### config.mk
export PLATFORM = sky130hd
export DESIGN_NAME = mem_stage
export DESIGN_NICKNAME = d
export VERILOG_FILES = /design/src/rtl/mem_stage_pkg.sv /design/src/rtl/mem_stage_ex_mem_reg.sv /design/src/rtl/mem_stage.sv
export SDC_FILE = /design/constraint.sdc
export NUM_CORES = 1
export LEC_CHECK = 0
export ABC_CLOCK_PERIOD_IN_PS = 2310
export CORE_ASPECT_RATIO = 0.5
export CORE_MARGIN = 1
export CORE_UTILIZATION = 40
export CTS_BUF_LIST = sky130_fd_sc_hd__clkbuf_4 sky130_fd_sc_hd__clkbuf_8
export CTS_CLUSTER_SIZE = 8
export DETAILED_ROUTE_END_ITERATION = 8
export GPL_TIMING_DRIVEN = 1
export PLACE_DENSITY = 0.83
export SETUP_SLACK_MARGIN = 0.2
export SLEW_MARGIN = 20
export SYNTH_ARGS = -nofsm -noshare
export SYNTH_HDL_FRONTEND = slang
export SYNTH_SLANG_ARGS = --single-unit
### constraint.sdc
create_clock -name clk -period 2.31 [get_ports clk]
set_clock_uncertainty 0.1 [all_clocks]
set_input_delay 0.5775 -clock clk [delete_from_list [all_inputs] [get_ports clk]]
set_output_delay 0.5775 -clock clk [all_outputs]
set_load 0.05 [all_outputs]
### src/rtl/mem_stage_pkg.sv
// Shared types and constants for the memory stage: FSM encoding, default widths,
// and the hard-wired zero register index.
package mem_stage_pkg;

  localparam int unsigned DW       = 32;
  localparam int unsigned RW       = 5;
  localparam int unsigned REG_ZERO = 0;

  typedef enum logic {
    IDLE   = 1'b0,
    ACCESS = 1'b1
  } state_t;

endpackage

### src/rtl/mem_stage_ex_mem_reg.sv
// EX/MEM pipeline capture register: holds the accepted EX result while the
// memory access is outstanding.
module ex_mem_reg #(
  parameter int unsigned DW = 32,
  parameter int unsigned RW = 5
) (
  input  logic          clk,
  input  logic          rst_n,
  input  logic          load,
  input  logic [DW-1:0] alu_out_d,
  input  logic [DW-1:0] wdata_d,
  input  logic [RW-1:0] rd_d,
  input  logic          mem_read_d,
  input  logic          mem_write_d,
  input  logic          reg_write_d,
  input  logic          mem_to_reg_d,
  output logic [DW-1:0] alu_out_q,
  output logic [DW-1:0] wdata_q,
  output logic [RW-1:0] rd_q,
  output logic          mem_read_q,
  output logic          mem_write_q,
  output logic          reg_write_q,
  output logic          mem_to_reg_q
);

  always_ff @(posedge clk or negedge rst_n) begin
    if (!rst_n) begin
      alu_out_q    <= '0;
      wdata_q      <= '0;
      rd_q         <= '0;
      mem_read_q   <= 1'b0;
      mem_write_q  <= 1'b0;
      reg_write_q  <= 1'b0;
      mem_to_reg_q <= 1'b0;
    end else if (load) begin
      alu_out_q    <= alu_out_d;
      wdata_q      <= wdata_d;
      rd_q         <= rd_d;
      mem_read_q   <= mem_read_d;
      mem_write_q  <= mem_write_d;
      reg_write_q  <= reg_write_d;
      mem_to_reg_q <= mem_to_reg_d;
    end
  end

endmodule

### src/rtl/mem_stage.sv
// Pipeline MEM stage: accepts EX results, issues word-aligned data-memory
// requests with a held handshake, and produces one-cycle writeback pulses.
module mem_stage
  import mem_stage_pkg::*;
#(
  parameter int unsigned DW = mem_stage_pkg::DW,
  parameter int unsigned RW = mem_stage_pkg::RW
) (
  input  logic          clk,
  input  logic          rst_n,
  input  logic          ex_valid,
  output logic          ex_ready,
  input  logic          ex_flush,
  input  logic [DW-1:0] ex_alu_out,
  input  logic [DW-1:0] ex_wdata,
  input  logic [RW-1:0] ex_rd,
  input  logic          ex_mem_read,
  input  logic          ex_mem_write,
  input  logic          ex_reg_write,
  input  logic          ex_mem_to_reg,
  output logic          dmem_req,
  output logic          dmem_we,
  output logic [DW-1:0] dmem_addr,
  output logic [DW-1:0] dmem_wdata,
  input  logic          dmem_ack,
  input  logic [DW-1:0] dmem_rdata,
  output logic          wb_valid,
  output logic          wb_reg_write,
  output logic [RW-1:0] wb_rd,
  output logic [DW-1:0] wb_data,
  output logic          wb_misalign
);

  state_t        state_q, state_d;
  logic          accept, is_mem, misaligned;
  logic [DW-1:0] cap_alu_out, cap_wdata;
  logic [RW-1:0] cap_rd;
  logic          cap_mem_read, cap_mem_write, cap_reg_write, cap_mem_to_reg;
  logic          wb_valid_d, wb_reg_write_d, wb_misalign_d;
  logic [RW-1:0] wb_rd_d;
  logic [DW-1:0] wb_data_d;

  assign ex_ready   = (state_q == IDLE);
  assign accept     = ex_valid & ex_ready & ~ex_flush;
  assign is_mem     = ex_mem_read | ex_mem_write;
  assign misaligned = (ex_alu_out[1:0] != 2'b00);

  ex_mem_reg #(.DW(DW), .RW(RW)) u_ex_mem_reg (
    .clk          (clk),
    .rst_n        (rst_n),
    .load         (accept),
    .alu_out_d    (ex_alu_out),
    .wdata_d      (ex_wdata),
    .rd_d         (ex_rd),
    .mem_read_d   (ex_mem_read),
    .mem_write_d  (ex_mem_write),
    .reg_write_d  (ex_reg_write),
    .mem_to_reg_d (ex_mem_to_reg),
    .alu_out_q    (cap_alu_out),
    .wdata_q      (cap_wdata),
    .rd_q         (cap_rd),
    .mem_read_q   (cap_mem_read),
    .mem_write_q  (cap_mem_write),
    .reg_write_q  (cap_reg_write),
    .mem_to_reg_q (cap_mem_to_reg)
  );

  // Request fields come straight from the capture register, so they stay
  // stable for the whole ACCESS period; a read+write op is issued as a write.
  assign dmem_req   = (state_q == ACCESS);
  assign dmem_we    = cap_mem_write;
  assign dmem_addr  = cap_alu_out;
  assign dmem_wdata = cap_wdata;

  always_comb begin
    state_d        = state_q;
    wb_valid_d     = 1'b0;
    wb_misalign_d  = 1'b0;
    wb_reg_write_d = wb_reg_write;
    wb_rd_d        = wb_rd;
    wb_data_d      = wb_data;
    case (state_q)
      IDLE: begin
        if (accept) begin
          if (is_mem && !misaligned) begin
            state_d = ACCESS;
          end else begin
            wb_valid_d     = 1'b1;
            wb_misalign_d  = is_mem;
            wb_rd_d        = ex_rd;
            wb_data_d      = ex_alu_out;
            wb_reg_write_d = ex_reg_write & ~is_mem & (ex_rd != RW'(REG_ZERO));
          end
        end
      end
      ACCESS: begin
        if (dmem_ack) begin
          state_d        = IDLE;
          wb_valid_d     = 1'b1;
          wb_rd_d        = cap_rd;
          wb_reg_write_d = cap_reg_write & (cap_rd != RW'(REG_ZERO));
          wb_data_d      = (cap_mem_read & ~cap_mem_write & cap_mem_to_reg) ?
                           dmem_rdata : cap_alu_out;
        end
      end
      default: state_d = IDLE;
    endcase
  end

  always_ff @(posedge clk or negedge rst_n) begin
    if (!rst_n) begin
      state_q      <= IDLE;
      wb_valid     <= 1'b0;
      wb_reg_write <= 1'b0;
      wb_misalign  <= 1'b0;
      wb_rd        <= '0;
      wb_data      <= '0;
    end else begin
      state_q      <= state_d;
      wb_valid     <= wb_valid_d;
      wb_reg_write <= wb_reg_write_d;
      wb_misalign  <= wb_misalign_d;
      wb_rd        <= wb_rd_d;
      wb_data      <= wb_data_d;
    end
  end

endmodule

Word-level counts from Yosys, hierarchy flattened
Cells that the tools add are included.
{"block": "totals", "regBits": 114, "input_bits": 110, "out_inout_bits": 107, "elab_cells": 58}
{"block": "op_classes", "n_eq_ne": 3, "mux": 24, "bitwise": 12, "reduce_logical": 6}
{"op": "32-bit 2-to-1 mux", "count": 4}
{"op": "32-bit case mux with 2 select lines", "count": 1}
{"op": "5-bit 2-to-1 mux", "count": 3}
{"op": "1-bit 2-to-1 mux", "count": 12}
{"op": "5-bit case mux with 2 select lines", "count": 1}
{"op": "5-bit nonzero test", "count": 2}
{"op": "1-bit bitwise AND", "count": 7}
{"op": "1-bit case mux with 2 select lines", "count": 3}
{"op": "2-bit != test (second input constant)", "count": 2}
{"op": "1-bit inverter", "count": 4}
{"op": "3-bit AND reduction", "count": 1}
{"op": "2-bit by 1-bit != test with 1-bit output (second input constant)", "count": 1}
{"op": "2-bit nonzero test", "count": 1}
{"op": "1-bit logical AND", "count": 1}
{"op": "1-bit logical NOT", "count": 1}
{"op": "1-bit bitwise OR", "count": 1}

Logic depth before layout (Yosys ltp)
{"block": "logic_depth", "word_depth": 7, "ltp_mapped": 6, "depth_no_buf": 4}

Hierarchy
A second synthesis with hierarchy kept.
{"block": "hier_totals", "hier_cells": 402, "hier_area_um2": 5375.2}
{"mod": "ex_mem_reg", "n_inst": 1, "cells_each": 154, "area_per_inst_um2": 3062.9, "seq_area_each_um2": 1826.8}
{"mod": "mem_stage", "n_inst": 1, "cells_each": 248, "area_per_inst_um2": 2312.2, "seq_area_each_um2": 1026.0}

Least setup slack after synthesis
No wires, ideal clock.
{"block": "synth_path", "path_kind": "register to register", "start": "register state_q, in the netlist dmem_req", "end": "register wb_reg_write", "setup_time_ps": 125, "t_arrival_ps": 1665, "t_required_ps": 2085, "setup_slack_ps": 420, "path_stages_with_launch": 6, "path_buffers": 1, "synth_period_minus_slack_ps": 1890, "path_cell_list": "dfrtp_1 buf_2 inv_1 nor2_1 a221oi_1 mux2_2"}
{"block": "synth_between", "elab_chain_len": 5, "word_cells_on_any_way": 8, "classes_between": "eq/ne (3); mux (1); bitwise (3); reduce/logical (1)"}
{"element": "start, declared", "line": "mem_stage.sv:34", "rtl": "state_t state_q, state_d;"}
{"element": "start signal, assigned", "line": "mem_stage.sv:119", "rtl": "state_q <= state_d;"}
{"element": "1-bit inverter *"}
{"element": "via ex_ready", "line": "mem_stage.sv:12", "rtl": "output logic ex_ready,"}
{"element": "1-bit bitwise AND (2 in a row)", "line": "mem_stage.sv:44", "rtl": "assign accept = ex_valid & ex_ready & ~ex_flush;"}
{"element": "2-bit by 1-bit != test with 1-bit output (no source line)"}
{"element": "3-bit AND reduction (no source line)"}
{"element": "end signal, assigned", "line": "mem_stage.sv:121", "rtl": "wb_reg_write <= wb_reg_write_d;"}
{"element": "end, declared", "line": "mem_stage.sv:28", "rtl": "output logic wb_reg_write,"}
Mark *: on every way through the listed nets, which the timed path passes. The rest lies on a longest branch.
A chain may end at the register's enable or synchronous reset.

Final worst setup path
{"block": "layout_path", "start": "register u_ex_mem_reg.alu_out_q[5]", "end": "output dmem_addr[5]"}
{"element": "start, declared", "line": "mem_stage_ex_mem_reg.sv:17", "rtl": "output logic [DW-1:0] alu_out_q,"}
{"element": "start signal, assigned", "line": "mem_stage_ex_mem_reg.sv:36", "rtl": "alu_out_q <= alu_out_d;"}
{"element": "end, declared", "line": "mem_stage.sv:23", "rtl": "output logic [DW-1:0] dmem_addr,"}
No word-level cell between the ends.

==> metrics <==
Total Routing Usage GR=22.6%; routability congestion estimate from global placement=0.826; row count=28; combinational share of power=38.1%; number of cells on the worst reg-to-reg path=5; Critical Path End Type=output pin; count of cell instances traversed by the critical path=1; Antenna diodes=0; Pint=4710 µW; Port Buffer Count=216; maximum root-to-sink buffer count=2; Synth Cell Area=0.00501 mm²; Total Neg Setup Slack=0 ns; share of the clock period used by the worst path=89.1%; via/cell ratio=5.11; IR drop worst, VDD=437 µV; Die Area=0.0130 mm²; Antenna Nets Post-Route=0; height of the chip=81.2 µm; Psw=3050 µW; first-pass GRT wire length=22,400 µm; # nets final=738; sequential cell area fraction in the yosys report=56.9%; area of the core=0.0120 mm²; cell with the most instances after synthesis=sky130_fd_sc_hd__dfrtp_1; number of endpoints failing setup at the final stage=0; number of top-level pins=217; Clk pwr share=27.9%; Post-Route WL=14,300 µm; most numerous cell types in the synthesized netlist=114 x sky130_fd_sc_hd__dfrtp_1, 107 x sky130_fd_sc_hd__mux2_2, 64 x sky130_fd_sc_hd__nand2_1; Synthesized Nets=512; post-layout min period=2.06 ns; Post-Syn Instances=402; pwr dens=994 mW/mm²; worst setup path category=flop to output pin; Worst R2R Setup Slack=0.45 ns; maximum number of pins on one net before global-route repair=66; area used by sequential logic in the layout=0.00286 mm²; number of global-route vias before repair=4,467; status=complete, no violations; reg-to-reg endpoint=dmem_req; antenna violations before repair=0; routed vias=4,117; first-pass iteration count of the detailed router=5; share of the synthesized area in the top cell type=56.9%; # DRC=0; total grt overflow=0; Slew Limit Headroom=62.8%; fill cell count=940; source of the worst register-to-register timing path=dmem_req; DIE WIDTH=160 µm; sequential fraction of design power=34.0%; Finished Layout Cells=806; startpoint class of the critical path=flop; clock sink count=114; post-cts sizing count=105; CTS tree=done; crit path from=u_ex_mem_reg.alu_out_q[5]; largest stage delay on the critical path=0.59 ns; post-synthesis sequential element count=114; kind of cell adding the most delay to the critical path=buffers and inverters; final worst-path setup slack=0.252 ns; number of buffers and inverters on the critical path=1; buffer cell driving the clock tree root=sky130_fd_sc_hd__clkbuf_8; final count of pins violating max slew=0; post-synthesis cell type count=24; dominant cells by area after synthesis=sky130_fd_sc_hd__dfrtp_1 57%, sky130_fd_sc_hd__mux2_2 24%, sky130_fd_sc_hd__nand2_1 4.8%; H-Tree Level Count=4; CP Max Fanout=3; critical path data required time=1.63 ns; Critical Path Slowest Stage Cell=sky130_fd_sc_hd__dlygate4sd2_1; footprint of the multi-input gates=0.00202 mm²; clock insertion delay at the later pin of the skew report=0.43 ns; library cell with the largest summed area after synthesis=sky130_fd_sc_hd__dfrtp_1; cell breakdown of the critical path=dlygate4sd2_1; Post-synth top flop=sky130_fd_sc_hd__dfrtp_1; class of the tightest hold or removal check=input pin to async pin; average wire per cell in the routed design=17.7 µm; Worst Setup EP=dmem_addr[5]; max-capacitance violation count=0; count of flip-flops with a built-in enable after synthesis=0; dpl cell area=0.00747 mm²; initial detailed-routing violation count=253; leakage dissipation=0.00345 µW; unrepaired setup endpoints after global routing=no; Setup Fix Bufs, Post-CTS=0; Synth-to-Final Area Change=55.7%; fraction of final layout cells sized beyond drive strength 1=27.0%; fraction of power spent switching nets=39.3%; slew of the pin with the lowest slew margin=0.561 ns; Tot Pwr=7760 µW; Clk pin slew, worst setup/hold paths=0.07 ns; post-route cell area=0.00780 mm²; CTS hold repair buffers=0; cell total after placement=774; CP arrival=1.38 ns; worst-case setup slack after placement=0.0443 ns; number of buffers inserted during clock tree synthesis=17; Highest Clock Rate=486 MHz; post-DP HPWL=9720 µm; mean cell area of the mapped netlist=12.5 µm²; Final Hold Vio Count=0; starting density of the core=41.7%; fraction of registers with async set or reset after synthesis=100%; Syn. warnings=0
[registers in the layout (all words and copies together), names as in the netlist, 5 cells and up]
signal / count
u_ex_mem_reg.alu_out_q: 32
wb_rd: 5
wb_data: 32
u_ex_mem_reg.rd_q: 5
u_ex_mem_reg.wdata_q: 32
[power by group through the flow]
| stage | combinational, µW | sequential, µW | clock (µW) |
|---|---|---|---|
| floorplan | 647 | 4010 | 0 |
| global placement | 3180 | 2660 | 0 |
| detailed placement | 3230 | 2680 | 0 |
| CTS | 2970 | 2640 | 2210 |
| global route | 3080 | 2690 | 2300 |
| finish | 2950 | 2640 | 2170 |
[kinds of logic (layout without fill, tap and decap cells)]
logic type      count (synthesis)  in the layout  synth area share, %
mux                           116            116                 26.7
flops                         114            114                 56.9
simple gates                  106            106                 8.54
compound gates                 38             38                 4.82
buf+inv                        28            267                 3.00
[worst register-to-register path, cell delays in order (launching register included)]
cell	delay [ns]
sky130_fd_sc_hd__dfrtp_4	0.58
sky130_fd_sc_hd__nor3b_4	0.25
sky130_fd_sc_hd__buf_4	0.21
sky130_fd_sc_hd__buf_4	0.21
sky130_fd_sc_hd__o21ai_0	0.14
sky130_fd_sc_hd__o32ai_1	0.26
[cell type report]
type                    instances  share of cell area (%)
well taps                     165                    2.65
repair buffers                234                    29.0
inverters                       1                  0.0481
clock inverters                 9                    1.92
flip-flops and latches        114                    36.6
clock buffers                  23                    3.98
multi-input cells             260                    25.8
[cell usage in the layout (no fill, tap or decap), drive strengths merged]
cell / n
clkbuf: 23
clkdlybuf4s50: 108
dlygate4sd2: 104
bufinv: 4
a21oi: 1
mux2: 116
nor2: 36
dfrtp: 114
nor3b: 1
nand3b: 1
and3b: 1
buf: 21
nor4: 2
nand2: 64
a22o: 1
a31oi: 32
a221oi: 1
o32ai: 1
clkinvlp: 2
nor4b: 1
clkdlybuf4s15: 1
inv: 1
o21ai: 2
clkinv: 3
[through the flow]
| step | hold slack (ns) | util [%] |
|---|---|---|
| after floorplan | 0.182 | - |
| after global placement | 0.389 | 62.2 |
| after detailed placement | 0.395 | 62.2 |
| after CTS | 0.0321 | 64.9 |
| after global routing | 0.0403 | 64.9 |
| final | 0.0439 | 64.9 |
[worst min path at each step]
stage	start	endpoint	cells past startpoint
2_1_floorplan	rst_n	dmem_req	0
3_3_place_gp	u_ex_mem_reg.wdata_q[22]	u_ex_mem_reg.wdata_q[22]	1
3_5_place_dp	u_ex_mem_reg.wdata_q[15]	u_ex_mem_reg.wdata_q[15]	1
4_1_cts	rst_n	wb_rd[2]	2
5_1_grt	rst_n	wb_rd[0]	2
6_report	rst_n	u_ex_mem_reg.wdata_q[29]	2
[per-layer routing]
layer  share of wire (%)  vias up  GRT usage, %
met3                 4.4       39          6.03
met4                 3.3        0          12.8
met2                  53      131          41.9
met5                   0        -             0
li1                    -     1870             -
met1                  39     2077          24.1
Note: power is estimated with default switching activity, not from simulation.
